File: src/rtl/pipelined_cla_adder.sv
// Pipelined carry-look-ahead adder/subtractor. Each stage resolves one BLOCK_WIDTH group
// and registers that group's carry into the next stage. Valid/ready on both ends.
module pipelined_cla_adder #(
  parameter int BUS_WIDTH   = 32,
  parameter int BLOCK_WIDTH = 4
) (
  input  logic                 clk,
  input  logic                 rst_n,
  input  logic                 in_valid,
  output logic                 in_ready,
  input  logic                 sub,
  input  logic                 cin,
  input  logic [BUS_WIDTH-1:0] in1,
  input  logic [BUS_WIDTH-1:0] in2,
  output logic                 out_valid,
  input  logic                 out_ready,
  output logic [BUS_WIDTH-1:0] s,
  output logic                 cout,
  output logic                 overflow
);
  localparam int NUM_BLOCKS = BUS_WIDTH / BLOCK_WIDTH;
  localparam int BW         = BLOCK_WIDTH;

  // Handshake: a beat transfers on a rising edge where valid && ready are both high. A
  // producer holds valid and payload steady while ready is low. The whole pipe moves on
  // adv, so bubbles shift like data and a stalled output freezes every stage.
  logic                 adv;
  logic [BUS_WIDTH-1:0] b_eff;
  logic                 cin_eff;

  always_comb begin
    adv     = !out_valid || out_ready;
    b_eff   = sub ? ~in2 : in2;
    cin_eff = sub ? 1'b1 : cin;
  end

  assign in_ready = adv;

  // Every carry is a flat sum of products of g/p and the group carry-in.
  function automatic logic [BW:0] cla_carries(input logic [BW-1:0] p,
                                               input logic [BW-1:0] g,
                                               input logic          c0);
    logic [BW:0] c;
    logic        term;
    c    = '0;
    c[0] = c0;
    for (int i = 1; i <= BW; i++) begin
      term = c0;
      for (int j = 0; j < i; j++) term = term & p[j];
      c[i] = term;
      for (int j = 0; j < i; j++) begin
        term = g[j];
        for (int m = j + 1; m < i; m++) term = term & p[m];
        c[i] = c[i] | term;
      end
    end
    return c;
  endfunction

  genvar k;
  generate
    for (k = 0; k < NUM_BLOCKS; k++) begin : stg
      localparam int REM = BUS_WIDTH - k * BW;
      localparam int LO  = (k + 1) * BW;

      logic [REM-1:0] a_in;
      logic [REM-1:0] b_in;
      logic           c_in;
      logic           v_in;
      logic [LO-1:0]  lo_in;
      logic [BW-1:0]  p;
      logic [BW-1:0]  g;
      logic [BW:0]    c;
      logic           vld_d, vld_q;
      logic           c_d, c_q;
      logic [LO-1:0]  sum_d, sum_q;

      if (k == 0) begin : src
        always_comb begin
          a_in  = in1;
          b_in  = b_eff;
          c_in  = cin_eff;
          v_in  = in_valid;
          lo_in = '0;
        end
      end else begin : src
        always_comb begin
          a_in  = stg[k-1].opr.opa_q;
          b_in  = stg[k-1].opr.opb_q;
          c_in  = stg[k-1].c_q;
          v_in  = stg[k-1].vld_q;
          lo_in = {{BW{1'b0}}, stg[k-1].sum_q};
        end
      end

      always_comb begin
        p     = a_in[BW-1:0] ^ b_in[BW-1:0];
        g     = a_in[BW-1:0] & b_in[BW-1:0];
        c     = cla_carries(p, g, c_in);
        vld_d = vld_q;
        c_d   = c_q;
        sum_d = sum_q;
        if (adv) begin
          vld_d             = v_in;
          c_d               = c[BW];
          sum_d             = lo_in;
          sum_d[k*BW +: BW] = p ^ c[BW-1:0];
        end
      end

      always_ff @(posedge clk or negedge rst_n) begin
        if (!rst_n) begin
          vld_q <= 1'b0;
          c_q   <= 1'b0;
          sum_q <= '0;
        end else begin
          vld_q <= vld_d;
          c_q   <= c_d;
          sum_q <= sum_d;
        end
      end

      // Operand bits not yet consumed travel alongside the partial sum.
      if (k < NUM_BLOCKS - 1) begin : opr
        logic [REM-BW-1:0] opa_d, opa_q;
        logic [REM-BW-1:0] opb_d, opb_q;

        always_comb begin
          opa_d = opa_q;
          opb_d = opb_q;
          if (adv) begin
            opa_d = a_in[REM-1:BW];
            opb_d = b_in[REM-1:BW];
          end
        end

        always_ff @(posedge clk or negedge rst_n) begin
          if (!rst_n) begin
            opa_q <= '0;
            opb_q <= '0;
          end else begin
            opa_q <= opa_d;
            opb_q <= opb_d;
          end
        end
      end

      if (k == NUM_BLOCKS - 1) begin : fin
        logic ovf_d, ovf_q;

        always_comb begin
          ovf_d = ovf_q;
          if (adv) ovf_d = c[BW-1] ^ c[BW];
        end

        always_ff @(posedge clk or negedge rst_n) begin
          if (!rst_n) ovf_q <= 1'b0;
          else        ovf_q <= ovf_d;
        end
      end
    end
  endgenerate

  assign out_valid = stg[NUM_BLOCKS-1].vld_q;
  assign s         = stg[NUM_BLOCKS-1].sum_q;
  assign cout      = stg[NUM_BLOCKS-1].c_q;
  assign overflow  = stg[NUM_BLOCKS-1].fin.ovf_q;

endmodule

File: config.mk
export PLATFORM = sky130hd
export DESIGN_NAME = pipelined_cla_adder
export DESIGN_NICKNAME = d
export VERILOG_FILES = /design/src/rtl/pipelined_cla_adder.sv
export SDC_FILE = /design/constraint.sdc
export NUM_CORES = 1
export LEC_CHECK = 0
export BUFFER_PORTS_ARGS = -buffer_cell sky130_fd_sc_hd__buf_2
export CORE_ASPECT_RATIO = 0.8
export CORE_UTILIZATION = 54
export DETAILED_ROUTE_END_ITERATION = 8
export PLACE_DENSITY = 0.84
export SYNTH_ARGS = -nofsm -noshare
export SYNTH_HDL_FRONTEND = slang
export SYNTH_SLANG_ARGS = --single-unit
File: constraint.sdc
create_clock -name clk -period 1.7 [get_ports clk]
set_input_delay 0.34 -clock clk [delete_from_list [all_inputs] [get_ports clk]]
set_output_delay 0.34 -clock clk [all_outputs]
set_load 0.02 [all_outputs]
==> qor.txt, run 1 <==
==================================================================================
Post-synth cell types                                                           32
Clk Tree Root Cell                                                       clkbuf_16
Total number of vias                                                         11532
Skew-Pair Late Insertion Delay                                             0.52 ns
Portion of the post-synthesis area used by sequential elements              0.6090
Met3 routing resource usage after global routing                           0.03382
Critical path capture point type                                              flop
Worst setup timing slack at the placement stage                         -0.2876 ns
Floorplan Core Area                                                      28560 µm²
Cell area after layout                                                   18410 µm²
Area delta synth->final                                                     16.35%
Number of global-route vias before repair                                    11396
Wire length of the first global-routing pass                              55050 µm
Number of nets at the end of the flow                                         1958
Final count of pins violating max slew                                           0
Syn avg cell area                                                        9.203 µm²
Instance area after placement                                            17030 µm²
Largest net degree at the start of global routing                               79
Global-route usage over all layers                                          0.2227
Hold slack                                                              0.01689 ns
Clock Sinks                                                                    385
Unrepaired setup endpoints after global routing                                yes
Most frequent cell after synthesis                                         nand2_1
Max capacitance violation total                                                  0
Highest net fanout along the worst path                                          3
Placed wire-length estimate                                               20950 µm
Final-report hold violation count                                                0
Width of the die                                                          193.4 µm
Ratio of cells with drive above 1 in the final layout                       0.1328
Worst-path cell with the longest stage delay                                or4b_1
Arrival time of the worst setup path                                       2.19 ns
GP Congestion                                                               0.7880
Status                                                                finished, violations left
H-tree depth reported by CTS                                                     2
Setup skew after layout                                                 0.01500 ns
Met2 capacity usage during global routing                                   0.3585
Die Area                                                                 29990 µm²
Share of the clock period used by the worst path after layout                1.029
Initial Util                                                                0.5540
Cells along the critical path                                         ha_1, ha_2, o211a_1, or4b_1, nand3_1
CTS tree                                                                      done
Fill cell instance count of the final layout                                  2164
Number of flip-flops and latches in the synthesized netlist                    385
Hold Crit Start                                                            in1[10]
Ys Warns                                                                         0
Num ports                                                                      106
Grt ovf                                                                          0
Worst hold path stage count                                                      3
Ys flop type                                                               dfrtp_1
Peak clock frequency supported by timing                                 571.8 MHz
Height of the die                                                         155.1 µm
Number of port buffers                                                         105
DR pass1 iterations                                                              8
Data required time of the critical path                                    2.14 ns
Reg-to-reg slack, setup                                                   -0.05 ns
Wire per inst                                                             14.29 µm
Netlist Area Pre-Place                                                   15820 µm²
Shortest clock period the worst path allows after layout                  1.749 ns
Clock buffers created by TritonCTS                                              37
Final setup violation count                                                      4
Number of design rule violations left after detail routing                       4
Routed Wire Length                                                        31990 µm
Share of Yosys cell area claimed by the top area cell type                  0.6090
Number of cell rows                                                             55
Post-Syn Instances                                                            1719
Cells taking the most area after synthesis                            dfrtp_1, nand2_1, ha_1
Maximum vdd drop                                                       0.0009260 V
Violations in the final reports                                       design-rule violations, negative setup slack
Leakage component of the power                                            9.885 nW
Maximum clock path buffer count                                                  3
Setup TNS Final                                                        -0.09794 ns
Power after layout                                                        34.67 mW
Cell type with the largest total area after synthesis                      dfrtp_1
CP startpoint kind                                                            flop
Delay of the slowest cell on the worst path                                0.48 ns
Cell depth of the worst flop-to-flop path                                        5
Worst hold-check path type                                            input port to flop
Terminus of the critical flop-to-flop path                            overflow$_DFFE_PN0P_
M1 GR Usage                                                                 0.3168
Worst-margin pin slew                                                    0.4533 ns
Endpoint of the worst hold path                                       stg[0].opr.opa_q[6]$_DFFE_PN0P_
Syn_nets                                                                      1837
Slew Limit Headroom                                                         0.6978
Top Usage Layer GRT                                                           met2
Most frequent cells after synthesis                                   nand2_1, dfrtp_1, buf_2
Post-synth EDFFs                                                                 0
Remaining number of nets flagged by the antenna check after routing              0
Total power density per cell area                                      1884 nW/µm²
Clock transition at the registers of the reported paths                    0.06 ns
Startpoint of the most critical register-to-register path             stg[6].opr.opb_q[0]$_DFFE_PN0P_
Final setup slack of the worst path                                    -0.04878 ns
Initial antenna violation count                                                  2
Async set or reset register ratio after synthesis                            1.000
Number of DRC violations after detailed-routing iteration 0                    956
Critical Setup Path Class                                             flop to flop
Ratio of routed vias to standard cells                                       5.151
==================================================================================
## critical path: cells and delay by family (launching register included)
| family | cells | cell delay (ns) |
|---|---|---|
| compound gates | 1 | 0.24 |
| fa+ha+maj | 2 | 0.48 |
| flops | 1 | 0.39 |
| simple gates | 2 | 0.58 |
## layout by cell type (no fill, tap or decap), types with 16 or more instances in the layout
cell type	Yosys	routed
a21oi_1	16	16
buf_12	0	19
buf_2	64	103
buf_4	1	43
clkbuf_16	0	39
dfrtp_1	385	385
ha_1	40	32
inv_1	24	24
nand2_1	957	957
nor2_1	24	24
o21a_1	17	17
o21ai_0	48	48
xnor2_1	27	27
## final cells by class
class | instances | area (µm²) | share of cell area
Antenna cell | 1 | 2.502 | 0.0001360
Clock buffer | 59 | 1171 | 0.06363
Clock inverter | 8 | 47.55 | 0.002583
Inverter | 25 | 101.3 | 0.005506
Multi-Input combinational cell | 1220 | 5702 | 0.3098
Sequential cell | 385 | 9634 | 0.5234
Tap cell | 370 | 462.9 | 0.02515
Timing Repair Buffer | 171 | 1285 | 0.06981
## sequential cells by signal (all words and copies together) (netlist names)
signal / count
cout: 1
out_valid: 1
stg.opr.opa_q: 112
stg.sum_q: 112
stg.c_q: 7
s: 32
stg.opr.opb_q: 112
overflow: 1
stg.vld_q: 7
## kinds of logic after synthesis
logic type | synth area share
AND/OR/NAND/NOR | 0.2441
flip-flops | 0.6090
AO/OA/AOI/OAI | 0.04967
buffers and inverters | 0.03330
adder cells (fa/ha/maj) | 0.04176
XOR/XNOR | 0.02215
## stage by stage
step	util	instances
floorplan	-	1719
global placement	0.5964	2155
detailed placement	0.5964	2155
CTS	0.6428	2234
global route	0.6445	2239
finish	0.6445	2239
## metal layers
metal	share of wire	vias to the layer above	routed length [µm]
met4	0.023	2	751
met3	0.045	68	1424
li1	-	5590	-
met1	0.47	5615	14880
met2	0.47	257	14920
met5	0.00041	-	13
## timing repair
action,CTS,global route
gates resized for setup,3,3
hold buffers,4,0
setup endpoints to repair,8,14
pin swaps,26,13
endpoints found under the hold margin,33,0
setup buffers,8,4
cloned,0,0
## where the power goes
part	switching [mW]	internal [mW]
logic	6.46	4.40
clock network	3.34	4.73
registers	2.40	13.3
## worst max-delay path by stage
stage	from	endpoint	slack, ns	cells after the start
6_report	stg[6].opr.opb_q[0]$_DFFE_PN0P_	overflow$_DFFE_PN0P_	-0.05	5
5_1_grt	stg[2].opr.opa_q[0]$_DFFE_PN0P_	stg[3].sum_q[15]$_DFFE_PN0P_	-0.08	5
4_1_cts	stg[6].opr.opb_q[0]$_DFFE_PN0P_	overflow$_DFFE_PN0P_	-0.06	5
3_5_place_dp	sub	stg[0].sum_q[3]$_DFFE_PN0P_	-0.29	7
3_3_place_gp	in2[0]	stg[0].sum_q[3]$_DFFE_PN0P_	-0.24	7
2_1_floorplan	sub	stg[0].sum_q[3]$_DFFE_PN0P_	-0.31	8
No activity file was read; power rests on OpenSTA's default activity.
==> run 2: changes to the inputs <==
--- a/config.mk
+++ b/config.mk
@@ -7,9 +7,9 @@
 export LEC_CHECK = 0
 export BUFFER_PORTS_ARGS = -buffer_cell sky130_fd_sc_hd__buf_2
 export CORE_ASPECT_RATIO = 0.8
-export CORE_UTILIZATION = 54
+export CORE_UTILIZATION = 50
 export DETAILED_ROUTE_END_ITERATION = 8
-export PLACE_DENSITY = 0.84
+export PLACE_DENSITY = 0.8
 export SYNTH_ARGS = -nofsm -noshare
 export SYNTH_HDL_FRONTEND = slang
 export SYNTH_SLANG_ARGS = --single-unit
==> run 2 against run 1 <==
The run ends with negative setup slack left. Sequential power about the same. Die area up 7.9%. Sequential share of layout area down 1.0 points.
==> qor.txt, run 2 (synthesis gave the netlist of run 1 again) <==
==================================================================================
Data required time of the critical path                                    2.16 ns   +0.02 ns
GP Congestion                                                               0.8336   +5.8%
Net Sw Frac                                                                 0.3498   -0.002101
Setup skew after layout                                                 0.01145 ns   -0.003556 ns
H-tree depth reported by CTS                                                     2   unchanged
Cell-internal power                                                       22.89 mW   +1.9%
Height of the die                                                         161.1 µm   +3.9%
Status                                                                finished, violations left
Floorplan Core Area                                                      30740 µm²   +7.6%
Maximum vdd drop                                                       0.0008779 V   -5.2%
Routed Wire Length                                                        32560 µm   +1.8%
Power dissipated by switching net loads                                   12.31 mW   +0.95%
Shortest clock period the worst path allows after layout                  1.739 ns   -0.009801 ns
Grt ovf                                                                          0   unchanged
Ratio of cells with drive above 1 in the final layout                       0.1423   +0.009490
Final setup slack of the worst path                                    -0.03898 ns   +0.009801 ns
DR pass1 iterations                                                              6   -2
Remaining number of nets flagged by the antenna check after routing              0   unchanged
Final cell count without fillers                                              2304   +2.9%
Slew Limit Headroom                                                         0.6986   +0.0007840
Die Area                                                                 32360 µm²   +7.9%
Leakage component of the power                                            10.05 nW   +1.7%
Number of design rule violations left after detail routing                       0   -4
Biggest regs                                                          stg.opr.opa_q x112, stg.opr.opb_q x112, stg.sum_q x112
Antenna diode instance count                                                     0   -1
Critical Setup Path Class                                             flop to flop
Number of cell rows                                                             57   +3.6%
Part of the total power dissipated in the clock network                      0.237   +0.004
Unrepaired setup endpoints after global routing                                yes
Violations in the final reports                                       negative setup slack
Maximum clock path buffer count                                                  3   unchanged
Skew-Pair Late Insertion Delay                                             0.53 ns   about the same
Final setup violation count                                                      5   +1
Highest net fanout along the worst path                                          3   unchanged
Final count of pins violating max slew                                           0   unchanged
Critical path capture point type                                              flop
Clk Tree Root Cell                                                       clkbuf_16
Peak clock frequency supported by timing                                 575.1 MHz   +0.56%
Placed wire-length estimate                                               21110 µm   +0.77%
Wire length of the first global-routing pass                              55660 µm   +1.1%
Combinational share of power                                                 0.318   +0.005
Initial Util                                                                0.5147   -0.03928
CP startpoint kind                                                            flop
Number of DRC violations after detailed-routing iteration 0                    810   -15%
Clock buffers created by TritonCTS                                              38   +2.7%
Cells after DPL                                                               2199   +2.0%
Num ports                                                                      106   unchanged
Worst hold-check path type                                            input port to flop
Ratio of routed vias to standard cells                                       4.990   -3.1%
Clock transition at the registers of the reported paths                    0.06 ns   about the same
Total number of vias                                                         11496   -0.31%
Final core area utilization                                                 0.6111   -0.03345
Initial antenna violation count                                                  0   -2
Worst-margin pin slew                                                    0.4521 ns   -0.001176 ns
Width of the die                                                          200.9 µm   +3.9%
Arrival time of the worst setup path                                       2.20 ns   about the same
Share of the clock period used by the worst path after layout                1.023   -0.005765
CTS tree                                                                      done
Global-route usage over all layers                                          0.2085   -0.01413
Portion of total power attributed to sequential cells                        0.445   -0.009
Final-report hold violation count                                                0   unchanged
Number of global-route vias before repair                                    11347   -0.43%
Setup TNS Final                                                        -0.09133 ns   +0.006611 ns
Total power density per cell area                                      1874 nW/µm²   -0.48%
Number of nets at the end of the flow                                         1981   +1.2%
Wire per inst                                                             14.13 µm   -1.1%
Most common cell after layout, fill and taps aside                         nand2_1
Commonest cells after routing, fill and taps aside                    nand2_1, dfrtp_1, buf_2
Number of port buffers                                                         105   unchanged
Max capacitance violation total                                                  0   unchanged
Area delta synth->final                                                     18.73%
Clock Sinks                                                                    385   unchanged
Largest net degree at the start of global routing                               88   +11%
==================================================================================
[run 2: through the flow]
step | power, mW | hold slack, ns | cell area, µm² | worst slack, ns
2_1_floorplan | 22.82 | 0.04441 | 15870 | -0.3105
3_3_place_gp | 25.61 | 0.2230 | 17130 | -0.2998
3_5_place_dp | 26.25 | 0.2217 | 17130 | -0.3769
4_1_cts | 35.14 | 0.001291 | 18660 | -0.06588
5_1_grt | 37.82 | 0.01294 | 18780 | -0.07244
6_report | 35.21 | 0.01415 | 18780 | -0.03898
[run 2: layer usage]
layer / vias up / GRT usage / wire length [µm]
met5: - / 0 / 0
met4: 0 / 0.05899 / 590
met3: 47 / 0.02906 / 1450
met2: 269 / 0.3265 / 14830
met1: 5535 / 0.3060 / 15690
li1: 5645 / - / -
[run 2: cell type report]
class                           count  area [µm²]
Timing Repair Buffer              191        1539
Multi-Input combinational cell   1220        5710
Clock inverter                     11       82.58
Timing Repair inverter              2       17.52
Clock buffer                       57        1176
Fill cell                        2434       11960
Tap cell                          413       516.7
Sequential cell                   385        9634
Inverter                           25       106.4
[run 2: worst max-delay path, cell delays in order, from the launching register on]
cell,delay [ns]
dfrtp_1,0.38
ha_1,0.30
ha_2,0.18
o211a_1,0.25
or4b_4,0.49
nand3_2,0.09
[run 2: path summary, 6_finish.rpt]
path,cells past startpoint,slack [ns],end,from
min in group asynchronous,2,0.27,s[1]$_DFFE_PN0P_,rst_n
setup reg to reg,5,-0.04,overflow$_DFFE_PN0P_,stg[6].opr.opa_q[0]$_DFFE_PN0P_
setup / recovery,5,-0.04,overflow$_DFFE_PN0P_,stg[6].opr.opa_q[0]$_DFFE_PN0P_
max in group asynchronous,3,0.68,stg[0].c_q$_DFFE_PN0P_,rst_n
hold reg to reg,2,0.46,s[20]$_DFFE_PN0P_,s[20]$_DFFE_PN0P_
hold / removal,3,0.01,stg[0].opr.opa_q[14]$_DFFE_PN0P_,in1[18]
[run 2: power by group through the flow]
stage,sequential [mW],clock [mW],combinational (mW)
after floorplan,15.5,0,7.28
after global placement,15.6,0,10.0
after detailed placement,15.8,0,10.5
after CTS,15.6,8.49,11.0
after global routing,16.1,8.90,12.8
final,15.7,8.33,11.2
[run 2: timing repair]
| action | in CTS | in global routing |
|---|---|---|
| gates cloned | 3 | 1 |
| buffers inserted | 14 | 10 |
| pin swaps | 25 | 13 |
| hold endpoints to repair | 184 | 0 |
| setup endpoints to repair | 8 | 14 |
| gates resized for setup | 5 | 6 |
| hold buffers | 9 | 0 |
